### config.mk
export PLATFORM = sky130hd
export DESIGN_NAME = mips_multicycle_datapath_flat
export DESIGN_NICKNAME = d
export VERILOG_FILES = /design/src/rtl/mips_multicycle_datapath_if.sv /design/src/rtl/mips_multicycle_datapath.sv /design/src/flat_wrapper.sv
export SDC_FILE = /design/constraint.sdc
export NUM_CORES = 2
export LEC_CHECK = 0
export CORE_MARGIN = 5
export CORE_UTILIZATION = 65
export CTS_CLUSTER_DIAMETER = 120
export CTS_CLUSTER_SIZE = 16
export DETAILED_ROUTE_END_ITERATION = 16
export HOLD_SLACK_MARGIN = 0.02
export PLACE_DENSITY_LB_ADDON = 0.08
export SLEW_MARGIN = 20
export SYNTH_ARGS = -nofsm -noshare
export SYNTH_HDL_FRONTEND = slang
export SYNTH_SLANG_ARGS = --single-unit
### constraint.sdc
create_clock -name clk -period 18 [get_ports clk]
set_clock_uncertainty 0.2 [all_clocks]
set_input_delay 4.5 -clock clk [delete_from_list [all_inputs] [get_ports clk]]
set_output_delay 4.5 -clock clk [all_outputs]
set_load 0.02 [all_outputs]
### src/rtl/mips_multicycle_datapath_if.sv
// rtl/mips_multicycle_datapath_if.sv - control strobes and memory port of the multicycle MIPS datapath
interface mips_multicycle_datapath_if;
    logic        IorD;
    logic        MemWrite;
    logic        IRWrite;
    logic        PCWrite;
    logic        Branch;
    logic        PCSrc;
    logic        ALUSrcA;
    logic [1:0]  ALUSrcB;
    logic [2:0]  ALUControl;
    logic        RegWrite;
    logic        RegDst;
    logic        MemtoReg;
    logic [31:0] mem_rdata;
    logic [31:0] mem_addr;
    logic [31:0] mem_wdata;
    logic        mem_we;
    logic [5:0]  Op;
    logic [5:0]  Funct;
    logic        zero;
    logic [31:0] dbg_pc;

    modport master (
        output IorD, MemWrite, IRWrite, PCWrite, Branch, PCSrc, ALUSrcA, ALUSrcB,
               ALUControl, RegWrite, RegDst, MemtoReg, mem_rdata,
        input  mem_addr, mem_wdata, mem_we, Op, Funct, zero, dbg_pc
    );

    modport slave (
        input  IorD, MemWrite, IRWrite, PCWrite, Branch, PCSrc, ALUSrcA, ALUSrcB,
               ALUControl, RegWrite, RegDst, MemtoReg, mem_rdata,
        output mem_addr, mem_wdata, mem_we, Op, Funct, zero, dbg_pc
    );
endinterface

### src/rtl/mips_multicycle_datapath.sv
// rtl/mips_multicycle_datapath.sv - multicycle MIPS datapath driven purely by control strobes
module mips_multicycle_datapath #(
    parameter int          DATA_W   = 32,
    parameter logic [31:0] RESET_PC = 32'h0040_0000
) (
    input logic                   clk,
    input logic                   reset,
    mips_multicycle_datapath_if.slave bus
);

    logic [DATA_W-1:0] pc, ir, mdr, a_reg, b_reg, alu_out;
    logic [DATA_W-1:0] rf [0:31];
    logic [DATA_W-1:0] src_a, src_b, imm_ext, alu_result;
    logic [DATA_W-1:0] rd_a, rd_b, wr_data;
    logic [4:0]        wr_reg;
    logic              pc_en;

    assign rd_a    = (ir[25:21] == 5'd0) ? '0 : rf[ir[25:21]];
    assign rd_b    = (ir[20:16] == 5'd0) ? '0 : rf[ir[20:16]];
    assign wr_reg  = bus.RegDst ? ir[15:11] : ir[20:16];
    assign wr_data = bus.MemtoReg ? mdr : alu_out;

    // ori is the only user of a zero-extended immediate
    always_comb begin
        imm_ext = (bus.ALUControl == 3'b010) ? {16'h0000, ir[15:0]} : {{16{ir[15]}}, ir[15:0]};
        src_a   = bus.ALUSrcA ? a_reg : pc;
        case (bus.ALUSrcB)
            2'b00:   src_b = b_reg;
            2'b01:   src_b = DATA_W'(4);
            2'b10:   src_b = imm_ext;
            default: src_b = {imm_ext[DATA_W-3:0], 2'b00};
        endcase
        case (bus.ALUControl)
            3'b000:  alu_result = src_a + src_b;
            3'b001:  alu_result = src_b << ir[10:6];
            3'b010:  alu_result = src_a | src_b;
            3'b100:  alu_result = src_a - src_b;
            3'b101:  alu_result = {src_b[15:0], 16'h0000};
            default: alu_result = '0;
        endcase
    end

    assign bus.zero = (alu_result == '0);
    assign pc_en    = bus.PCWrite | (bus.Branch & bus.zero);

    assign bus.mem_addr  = bus.IorD ? alu_out : pc;
    assign bus.mem_wdata = b_reg;
    assign bus.mem_we    = bus.MemWrite;
    assign bus.Op        = ir[31:26];
    assign bus.Funct     = ir[5:0];
    assign bus.dbg_pc    = pc;

    // All state shares one edge, so a write-back in a fetch cycle still sees the old IR fields
    always_ff @(posedge clk or negedge reset) begin
        if (!reset) begin
            pc      <= RESET_PC;
            ir      <= '0;
            mdr     <= '0;
            a_reg   <= '0;
            b_reg   <= '0;
            alu_out <= '0;
            for (int i = 0; i < 32; i++) begin
                rf[i] <= '0;
            end
        end else begin
            if (bus.IRWrite) begin
                ir <= bus.mem_rdata;
            end
            mdr     <= bus.mem_rdata;
            a_reg   <= rd_a;
            b_reg   <= rd_b;
            alu_out <= alu_result;
            if (pc_en) begin
                pc <= bus.PCSrc ? alu_out : alu_result;
            end
            if (bus.RegWrite && (wr_reg != 5'd0)) begin
                rf[wr_reg] <= wr_data;
            end
        end
    end

endmodule

### src/flat_wrapper.sv
// flat-port wrapper written by rule: the top's interface ports become plain ports
module mips_multicycle_datapath_flat 
#(
    parameter int          DATA_W   = 32,
    parameter logic [31:0] RESET_PC = 32'h0040_0000
)
  (clk, reset, bus_IorD, bus_MemWrite, bus_IRWrite, bus_PCWrite, bus_Branch, bus_PCSrc, bus_ALUSrcA, bus_ALUSrcB, bus_ALUControl, bus_RegWrite, bus_RegDst, bus_MemtoReg, bus_mem_rdata, bus_mem_addr, bus_mem_wdata, bus_mem_we, bus_Op, bus_Funct, bus_zero, bus_dbg_pc);
  mips_multicycle_datapath_if bus_i ();
  input logic clk;
  input logic reset;
  input wire logic [$bits(bus_i.IorD)-1:0] bus_IorD;
  input wire logic [$bits(bus_i.MemWrite)-1:0] bus_MemWrite;
  input wire logic [$bits(bus_i.IRWrite)-1:0] bus_IRWrite;
  input wire logic [$bits(bus_i.PCWrite)-1:0] bus_PCWrite;
  input wire logic [$bits(bus_i.Branch)-1:0] bus_Branch;
  input wire logic [$bits(bus_i.PCSrc)-1:0] bus_PCSrc;
  input wire logic [$bits(bus_i.ALUSrcA)-1:0] bus_ALUSrcA;
  input wire logic [$bits(bus_i.ALUSrcB)-1:0] bus_ALUSrcB;
  input wire logic [$bits(bus_i.ALUControl)-1:0] bus_ALUControl;
  input wire logic [$bits(bus_i.RegWrite)-1:0] bus_RegWrite;
  input wire logic [$bits(bus_i.RegDst)-1:0] bus_RegDst;
  input wire logic [$bits(bus_i.MemtoReg)-1:0] bus_MemtoReg;
  input wire logic [$bits(bus_i.mem_rdata)-1:0] bus_mem_rdata;
  output wire logic [$bits(bus_i.mem_addr)-1:0] bus_mem_addr;
  output wire logic [$bits(bus_i.mem_wdata)-1:0] bus_mem_wdata;
  output wire logic [$bits(bus_i.mem_we)-1:0] bus_mem_we;
  output wire logic [$bits(bus_i.Op)-1:0] bus_Op;
  output wire logic [$bits(bus_i.Funct)-1:0] bus_Funct;
  output wire logic [$bits(bus_i.zero)-1:0] bus_zero;
  output wire logic [$bits(bus_i.dbg_pc)-1:0] bus_dbg_pc;
  assign bus_i.IorD = bus_IorD;
  assign bus_i.MemWrite = bus_MemWrite;
  assign bus_i.IRWrite = bus_IRWrite;
  assign bus_i.PCWrite = bus_PCWrite;
  assign bus_i.Branch = bus_Branch;
  assign bus_i.PCSrc = bus_PCSrc;
  assign bus_i.ALUSrcA = bus_ALUSrcA;
  assign bus_i.ALUSrcB = bus_ALUSrcB;
  assign bus_i.ALUControl = bus_ALUControl;
  assign bus_i.RegWrite = bus_RegWrite;
  assign bus_i.RegDst = bus_RegDst;
  assign bus_i.MemtoReg = bus_MemtoReg;
  assign bus_i.mem_rdata = bus_mem_rdata;
  assign bus_mem_addr = bus_i.mem_addr;
  assign bus_mem_wdata = bus_i.mem_wdata;
  assign bus_mem_we = bus_i.mem_we;
  assign bus_Op = bus_i.Op;
  assign bus_Funct = bus_i.Funct;
  assign bus_zero = bus_i.zero;
  assign bus_dbg_pc = bus_i.dbg_pc;
  mips_multicycle_datapath #(.DATA_W(DATA_W), .RESET_PC(RESET_PC)) u_core (.clk(clk), .reset(reset), .bus(bus_i));
endmodule
==> flow_summary.toml <==
[pwr]
power_leakage_uw = 0.02901
power_density_nw_per_um2 = 164.4
ir_drop_v = 0.0001028

[timing]
period_share_pct = 93.59
fmax_mhz = 59.36
setup_viol = 0
rsz0062_at_grt = "no"
worstMarginPinSlew_ns = 1.264
fin_crit_ns = 16.85
fin_tns_setup_ns = 0
hold_violations = 0
relSlewSlack_pct = 15.20
slew_viol_final = 0

[finish]
syn_to_final_growth_pct = 7.421
largest_reg_flops = 1024
fillCellCount = 7068
drive_gt1_share_pct = 19.28
stdcell_count = 6993
multiInputGateArea_um2 = 32900
max_flop_register = "u_core.rf"
fin_nets = 5758
register_area_um2 = 30470
finalInstanceArea_um2 = 70180

[floorplan]
dieArea_um2 = 107000
start_util_pct = 65.34
ioPinCount = 159
die_w_um = 327.0
core-area_um2 = 100000
die_h_um = 327.0
rows = 116

[worst_hold_path]
hp-class = "flip-flop to flip-flop"

[yosys]
postSynthAreaPerCell_um2 = 11.05
synth.top_cells.by_count = "dfrtp_1, nor2_1, a21oi_1"
synth_top_area_cell = "dfrtp_1"
synth_top_area_share_pct = 46.53
syn-num-nets = 5995
ys_ff_latch = 1216
synth.distinct_cells = 99
ys_top_cells_by_area = "dfrtp_1, mux4_2, a21oi_1"
synth_most_common_cell = "dfrtp_1"
netlist_area_um2 = 65340
async_flop_share_pct = 100.0
synth-edff-count = 0
synth_warnings = 0
syn_inst = 5912
ys_seq_area_share_pct = 46.58
synth_top_flop_cell = "dfrtp_1"

[placed_design]
io_buffers = 156
gp_congestion = 1.006
dp.cells = 6875
dpl_cell_area_um2 = 67570
dpl.hpwl_um = 141400

[clocking]
clock-sinks = 1216
clkLatencyLatePin_ns = 0.70
clock-root-buffer = "clkbuf_16"
cts_setup_buffers = 0
postCtsHoldBufs = 0
htreeDepth = 3
cts_made_buffers = 87
cts_tree = "done"
cts_resized = 0
clk_path_buf_depth = 3
path_clk_slew_ns = 0.07

[global_routing]
grt_pass1_wl_um = 336900
grt-ovfl-total = 0
antenna_found_initial = 12
grt_pass1_vias = 50490
grt_max_degree = 173
grt_util_all_layers_pct = 42.61

[worst_setup_path]
path_class = "input port to output pin"
cp.arrival_ns = 12.15
worstPathMaxFanout = 51
required_ns = 13.30
startpoint_type = "input port"
worstSetupEndpointType = "output pin"

[status]
status = "finished clean"

[routing]
met3_wirelength_um = 29660
vias_per_cell = 7.365
routed_wl_um = 228700
routed.top_layer = "met5"
routedLengthMet1_um = 83840
drtIter0Drc = 7310
wl_met2_um = 102000
drt_pass1_iterations = 6
via_count = 51500
wl_per_cell_um = 32.70
drcViolationCount = 0
ant_nets = 0

[flow_run]
drv_cap = 0
-- metrics by stage --
stage          util, %  hold WS, ns  total power [uW]  setup slack, ns
6_report         70.18       0.2014             11540            1.153
3_5_place_dp     67.57       0.1844              9529            1.370
3_3_place_gp     67.55       0.1763              9305            1.484
2_1_floorplan        -       0.2413              7954            3.795
5_1_grt          70.17       0.2109             12100           0.8331
4_1_cts          69.92       0.2029             11400            1.365
-- critical path, cell delays in order --
cell	delay, ns
buf_2	0.82
mux2i_1	0.44
mux2i_1	0.29
nor4_1	0.54
nand3_1	0.29
or3_1	0.49
or3_1	0.35
a22oi_1	0.15
a41oi_1	0.14
ha_1	0.51
nand2_1	0.08
o21ai_0	0.52
o21ai_0	0.15
o211a_1	0.17
a211oi_1	0.25
nand4_1	0.20
or4b_1	0.59
nor4b_1	0.43
and4_1	0.41
and3_1	0.21
clkdlybuf4s50_1	0.61
-- power by group --
| group | internal (uW) | total, uW | switching [uW] |
|---|---|---|---|
| combinational | 2320 | 4550 | 2230 |
| sequential | 3940 | 5130 | 1180 |
| clock | 896 | 1870 | 970 |
-- routing by layer --
metal  vias up  GRT usage (%)
met2      3603          63.39
met1     25990          59.10
met5         -              0
met4        14          19.64
met3       786          12.42
li1      21110              -
-- area by class of cell --
type | instances | area share, %
Tap cell | 1298 | 2.314
Inverter | 21 | 0.1123
Antenna cell | 5 | 0.01783
Timing Repair Buffer | 281 | 3.911
Sequential cell | 1216 | 43.41
Clock inverter | 6 | 0.1034
Clock buffer | 98 | 3.252
Multi-Input combinational cell | 4068 | 46.88
-- path summary, 6_finish.rpt --
kind | from | endpoint | slack, ns | depth (start not counted)
min in group asynchronous | reset | u_core.rf[67] | 3.61 | 1
setup / recovery | bus_ALUSrcB[1] | bus_zero | 1.15 | 21
hold / removal | u_core.rf[1019] | u_core.rf[1019] | 0.20 | 0
hold reg to reg | u_core.rf[1019] | u_core.rf[1019] | 0.20 | 0
setup reg to reg | u_core.ir[3] | u_core.bus.dbg_pc[1] | 10.33 | 21
max in group asynchronous | reset | u_core.rf[43] | 10.80 | 4
-- cells by family (layout without fill, tap and decap cells) --
group / count (synthesis) / after routing / synth area share (%)
xor gates and xnor gates: 44 / 44 / 0.5898
buffers and inverters: 628 / 406 / 3.832
DFF: 1216 / 1216 / 46.58
other: 0 / 5 / 0
and+or+nand+nor: 1490 / 1490 / 9.322
adders and majority gates: 34 / 34 / 0.6626
AOI/OAI and AO/OA: 1536 / 1536 / 13.32
muxes: 964 / 964 / 25.70
-- cells in the final DEF, fill, tap and decap left out, types with 93 or more instances in the layout --
cell type / count
mux2_2: 174
clkbuf_16: 93
a21oi_1: 1081
nand2_1: 150
o21ai_0: 116
nor2_1: 1118
mux4_2: 540
dfrtp_1: 1204
mux2i_1: 186
clkdlybuf4s50_1: 148
buf_4: 108
No activity file was read; power rests on OpenSTA's default activity.
